$ cat config.mk
export PLATFORM = sky130hd
export DESIGN_NAME = display_driver_bcm
export DESIGN_NICKNAME = d
export VERILOG_FILES = /design/src/rtl/display_driver_bcm.sv
export SDC_FILE = /design/constraint.sdc
export NUM_CORES = 1
export LEC_CHECK = 0
export ABC_AREA = 0
export CORE_UTILIZATION = 48
export DETAILED_ROUTE_END_ITERATION = 10
export PLACE_DENSITY = 0.88
export SYNTH_ARGS = -nofsm -noshare
export SYNTH_HDL_FRONTEND = slang
export SYNTH_SLANG_ARGS = --single-unit
$ cat constraint.sdc
create_clock -name clk -period 2.7 [get_ports clk]
set_clock_uncertainty 0.15 [all_clocks]
set_input_delay 0.81 -clock clk [delete_from_list [all_inputs] [get_ports clk]]
set_output_delay 0.81 -clock clk [all_outputs]
set_load 0.02 [all_outputs]
$ cat src/rtl/display_driver_bcm.sv
// display_driver_bcm: HUB75-style LED matrix scan driver using binary-coded modulation, with each plane shifted under the previous plane's display time.
// Latency: first lat comes pipe_latency+2*columns+blank_time+1 clocks after reset; each plane's display starts the clock after its latch.
// Backpressure: the panel side has none; flip_req is held by the producer and acknowledged only at a frame boundary.
// Optional feature: define DISPLAY_DRIVER_BRIGHTNESS_EN to add an 8-bit global brightness input that scales every plane's on-time.
module display_driver_bcm #(
    parameter int segments     = 2,
    parameter int rows         = 16,
    parameter int columns      = 64,
    parameter int bitdepth     = 8,
    parameter int lsb_time     = 4,
    parameter int blank_time   = 2,
    parameter int pipe_latency = 3
) (
    input  logic                               clk,
    input  logic                               rst,
    input  logic [3*bitdepth*segments-1:0]     pixel,
    input  logic                               flip_req,
`ifdef DISPLAY_DRIVER_BRIGHTNESS_EN
    input  logic [7:0]                         brightness,
`endif
    output logic [$clog2(rows)-1:0]            row,
    output logic [$clog2(columns)-1:0]         column,
    output logic [$clog2(rows)-1:0]            row_sel,
    output logic [3*segments-1:0]              rgb,
    output logic                               oclk,
    output logic                               lat,
    output logic                               oe,
    output logic                               flip_ack
);
    localparam int LANES = 3 * segments;
    localparam int RW    = $clog2(rows);
    localparam int CW    = $clog2(columns);
    localparam int PW    = (bitdepth > 1) ? $clog2(bitdepth) : 1;
    localparam int TW    = $clog2(lsb_time << (bitdepth - 1)) + 1;
    localparam int DMAX  = (pipe_latency > blank_time) ? pipe_latency : blank_time;
    localparam int DW    = $clog2(DMAX + 1);
    localparam int HW    = $clog2(columns + 1);

    localparam logic [DW-1:0] FILL_LAST  = DW'((pipe_latency > 0) ? pipe_latency - 1 : 0);
    localparam logic [DW-1:0] BLANK_LAST = DW'(blank_time - 1);
    localparam logic [HW-1:0] HI_LAST    = HW'(columns - 1);
    localparam logic [CW-1:0] COL_LAST   = CW'(columns - 1);
    localparam logic [RW-1:0] ROW_LAST   = RW'(rows - 1);
    localparam logic [PW-1:0] PLANE_LAST = PW'(bitdepth - 1);

    typedef enum logic [2:0] {
        ST_FILL, ST_SHIFT_L, ST_SHIFT_H, ST_WAIT, ST_BLANK, ST_LATCH
    } state_t;

    state_t             state_q, state_nxt;
    logic [DW-1:0]      dly_cnt;
    logic [HW-1:0]      hi_cnt;
    logic [PW-1:0]      plane;
    logic [TW-1:0]      timer;
    logic [TW-1:0]      weight;
    logic [TW-1:0]      timer_load;
    logic [LANES-1:0]   lane_bits;
    logic [LANES-1:0]   rgb_q;
    logic               frame_end;

    // Pick bit `plane` of every lane's channel word.
    for (genvar k = 0; k < LANES; k++) begin : g_lane
        logic [bitdepth-1:0] ch;
        assign ch           = pixel[k*bitdepth +: bitdepth];
        assign lane_bits[k] = ch[plane];
    end

    // Plane on-time; the timer is wide enough that the top plane never truncates.
    assign weight = TW'(lsb_time) << plane;
`ifdef DISPLAY_DRIVER_BRIGHTNESS_EN
    logic [TW+7:0] scaled;
    assign scaled     = {8'd0, weight} * {{TW{1'b0}}, brightness};
    assign timer_load = scaled[TW+7:8];
`else
    assign timer_load = weight;
`endif

    assign frame_end = (row == ROW_LAST) && (plane == PLANE_LAST);

    // Next state and panel pin decode from the registered state and timer.
    always_comb begin
        state_nxt = state_q;
        oclk      = (state_q == ST_SHIFT_H);
        lat       = (state_q == ST_LATCH);
        oe        = (timer != '0) && (state_q != ST_BLANK) && (state_q != ST_LATCH);
        rgb       = (state_q == ST_SHIFT_L) ? lane_bits : rgb_q;
        case (state_q)
            ST_FILL:    if (dly_cnt == FILL_LAST) state_nxt = ST_SHIFT_L;
            ST_SHIFT_L: state_nxt = ST_SHIFT_H;
            ST_SHIFT_H: state_nxt = (hi_cnt == HI_LAST) ? ST_WAIT : ST_SHIFT_L;
            ST_WAIT:    if (timer == '0) state_nxt = ST_BLANK;
            ST_BLANK:   if (dly_cnt == BLANK_LAST) state_nxt = ST_LATCH;
            ST_LATCH:   state_nxt = ST_FILL;
            default:    state_nxt = ST_FILL;
        endcase
    end

    // State register, shift/scan counters, display timer and fetch addresses.
    always_ff @(posedge clk) begin
        if (rst) begin
            state_q  <= ST_FILL;
            dly_cnt  <= '0;
            hi_cnt   <= '0;
            plane    <= '0;
            timer    <= '0;
            rgb_q    <= '0;
            row      <= '0;
            column   <= '0;
            row_sel  <= '0;
            flip_ack <= 1'b0;
        end else begin
            state_q  <= state_nxt;
            flip_ack <= (state_q == ST_LATCH) && frame_end && flip_req;

            // FILL and BLANK durations count from each fresh entry.
            if (state_nxt != state_q)
                dly_cnt <= '0;
            else if (state_q == ST_FILL || state_q == ST_BLANK)
                dly_cnt <= dly_cnt + 1'b1;

            // Timer reloads at the latch and runs down while the panel is lit.
            if (state_q == ST_LATCH)
                timer <= timer_load;
            else if (oe)
                timer <= timer - 1'b1;

            // Row select moves on the clock that lat goes high, never while lit.
            if (state_q == ST_BLANK && state_nxt == ST_LATCH)
                row_sel <= row;

            case (state_q)
                ST_SHIFT_L: begin
                    rgb_q  <= lane_bits;
                    column <= (column == COL_LAST) ? '0 : column + 1'b1;
                end
                ST_SHIFT_H: begin
                    hi_cnt <= (hi_cnt == HI_LAST) ? '0 : hi_cnt + 1'b1;
                end
                ST_LATCH: begin
                    column <= '0;
                    if (plane == PLANE_LAST) begin
                        plane <= '0;
                        row   <= (row == ROW_LAST) ? '0 : row + 1'b1;
                    end else begin
                        plane <= plane + 1'b1;
                    end
                end
                default: ;
            endcase
        end
    end
endmodule

==> results of run 1 <==
[cell families after synthesis]
group	Yosys count	share of synthesized area, %
mux	18	12.39
flops	46	34.54
compound gates	52	14.03
simple gates	136	26.23
xor+xnor	8	2.628
fa+ha+maj	12	5.631
buf+inv	31	4.552
[layout by cell type (no fill, tap or decap), types with 12 or more instances in the layout]
master,count
a21oi_1,16
buf_2,31
buf_4,35
buf_6,24
clkdlybuf4s50_1,17
dfxtp_1,43
mux4_2,12
nand2_1,20
nand3_1,13
nor2_1,35
[what timing repair did]
action,4_1_cts,5_1_grt
pin swaps,23,8
setup buffers,1,3
resized for setup,218,15
gates cloned,0,0
endpoints found under the setup margin,8,8
[layer usage]
metal,up-vias,global-route usage [%]
met4,0,12.31
li1,1297,-
met3,29,5.150
met2,104,44.59
met1,1299,30.84
met5,-,0
[critical path, stage by stage]
cell	delay [ns]
buf_6	0.09
mux4_2	0.49
nand2_2	0.09
and3_4	0.21
nor2_2	0.05
buf_6	0.14
[state kept, by name (all words and copies together) (netlist names)]
register,cells
timer,10
hi_cnt,7
column,6
rgb_q,6
row,4
row_sel,4
plane,3
state_q,3
dly_cnt,2
flip_ack,1
[worst paths after layout]
path	depth (start not counted)	slack [ns]	to
worst max register to register	7	0.35	timer[2]
worst min-delay path	2	0.33	hi_cnt[6]
worst max-delay path	6	-0.15	rgb[1]
worst min register to register	2	0.33	hi_cnt[6]
[final cells by class]
cell class              instances  area (µm²)
clock buffers                   6       82.58
clock inverters                 2       12.51
fillers                       360        1458
inverters                      10       37.54
multi-input cells             226        1715
flip-flops and latches         46       924.6
well taps                      70       87.58
repair buffers                111       919.6
[through the flow]
| step | setup slack (ns) | setup TNS (ns) | instances |
|---|---|---|---|
| after floorplan | 0.07889 | 0 | 303 |
| after global placement | -0.8141 | -4.919 | 459 |
| after detailed placement | -0.8489 | -5.085 | 459 |
| after CTS | -0.1119 | -0.6278 | 468 |
| after global routing | -0.1755 | -0.8887 | 471 |
| final | -0.1510 | -0.6412 | 471 |
[power groups by stage]
stage | Sequential (mW) | Combinational, mW | Clock (mW)
after floorplan | 0.840 | 0.667 | 0
after global placement | 0.833 | 1.07 | 0
after detailed placement | 0.840 | 1.11 | 0
after CTS | 0.831 | 1.15 | 0.450
after global routing | 0.844 | 1.34 | 0.484
final | 0.834 | 1.24 | 0.447
==> impl_metrics.py, run 1 <==
metrics = {
    "floorplanning": {
        "die_w_um": 76.53,
        "core_area_mm2": 0.005238,
        "dieArea_mm2": 0.005857,
        "dieHeight_um": 76.53,
        "rows": 26,
        "ios": 75,
        "initial_core_util_pct": 50.91,
    },
    "global_routing": {
        "grt_max_degree": 20,
        "grt_remaining_overflow": 0,
        "grt_usage_pct": 25.92,
        "grt_pass1_wl_mm": 12.13,
        "first_global_vias": 2609,
        "antenna_found_initial": 0,
    },
    "clock_network": {
        "holdBufCountCts": 0,
        "clockBufferDepth": 2,
        "clockRootBuffer": "clkbuf_8",
        "clock_latency_ns": 0.30,
        "cts_inserted_buffers": 5,
        "clock-sinks": 46,
        "cts_tree": "built",
        "h-tree-depth": 2,
        "clkSlewWorstSetupHoldPaths_ns": 0.09,
    },
    "power": {
        "leakage_nw": 1.566,
        "pwr-share-comb_pct": 49.2,
        "power.total_mw": 2.523,
        "p_switching_mw": 0.9185,
        "peakVddDrop_v": 0.0004315,
        "p_sw_share_pct": 36.41,
        "power_frac_seq_pct": 33.1,
        "pwr-share-clk_pct": 17.7,
        "internal-power_mw": 1.604,
        "power_density_mw_per_mm2": 667.4,
    },
    "timing": {
        "whs_ns": 0.3342,
        "max_slew_margin_pct": 57.36,
        "tightest_slew_ns": 0.6375,
        "finalCriticalPeriod_ns": 2.851,
        "setup_viol_count_final": 7,
        "drv_slew": 0,
        "fin_ws_ns": -0.1510,
        "fmax_mhz": 350.8,
        "finalCritPeriodShare_pct": 105.6,
        "hold_violations": 0,
        "rsz0062_at_grt": "yes",
    },
    "min_path": {
        "hold_path.startpoint": "hi_cnt[6]",
        "hold_path_class": "register to register",
    },
    "logic_synthesis": {
        "synth.most_common_cell": "dfxtp_1",
        "ys_top_cells_by_count": "dfxtp_1, nor2_1, nand2_1",
        "yosysTopAreaCell": "dfxtp_1",
        "synth_area_leaders": "dfxtp_1, mux4_2, nor2_1, ha_1, nand2_1",
        "synth_seq_area_share_pct": 34.54,
        "synth_edf_count": 0,
        "ys.flop_type": "dfxtp_1",
        "synthesis.area_mm2": 0.002666,
        "ys_types": 52,
        "async_flop_share_pct": 0,
        "ys_seq_elements": 46,
        "yosysWarnings": 0,
        "synth_top_area_share_pct": 34.54,
        "synthCells": 303,
        "synth_fp_nets": 366,
        "synth_area_per_cell_um2": 8.800,
    },
    "final_layout": {
        "layout-drive-gt1-share_pct": 35.41,
        "n_antenna_cell": 0,
        "syn_to_final_growth_pct": 41.76,
        "final_core_util_pct": 72.17,
        "layout.nets": 463,
        "final_area_mm2": 0.003780,
    },
    "placed_design": {
        "port_buffers": 74,
        "hpwl_mm": 5.483,
        "gp_congestion": 0.9373,
        "post_dp_cell_area_mm2": 0.003684,
    },
    "critical_path": {
        "cp-start-kind": "input pin",
        "cp.required_ns": 1.74,
        "crit_type": "input pin to output port",
        "r2r-start": "timer[1]",
        "critPathMaxFanout": 2,
        "critPathCaptureType": "output port",
        "cp_data_arrival_time_ns": 1.89,
        "crit_start": "pixel[11]",
    },
    "routing": {
        "route.antenna.remaining_nets": 0,
        "route.detailed.drc": 0,
        "route.layer.met1.wl_mm": 2.949,
        "via_per_inst": 5.794,
        "drt-initial-drc-count": 130,
        "drt-total-wl_mm": 7.597,
        "dr_wl_met2_mm": 3.973,
        "vias": 2729,
        "dr_wl_met3_um": 418,
        "first_pass_iters": 4,
        "routed.top_layer": "met4",
        "wire_per_inst_um": 16.13,
    },
    "job": {
        "maxCapViolCount": 0,
    },
    "status": {
        "violations": "setup timing",
        "status": "complete, but fails checks",
    },
}
No activity file was read; power rests on OpenSTA's default activity.
==> inputs of run 2 (changes only) <==
Settings changed: CTS_CLUSTER_DIAMETER set to 30, CTS_CLUSTER_SIZE set to 25.
==> results of run 2 <==
The final DEF is identical to that of run 1; final timing and power are the same.
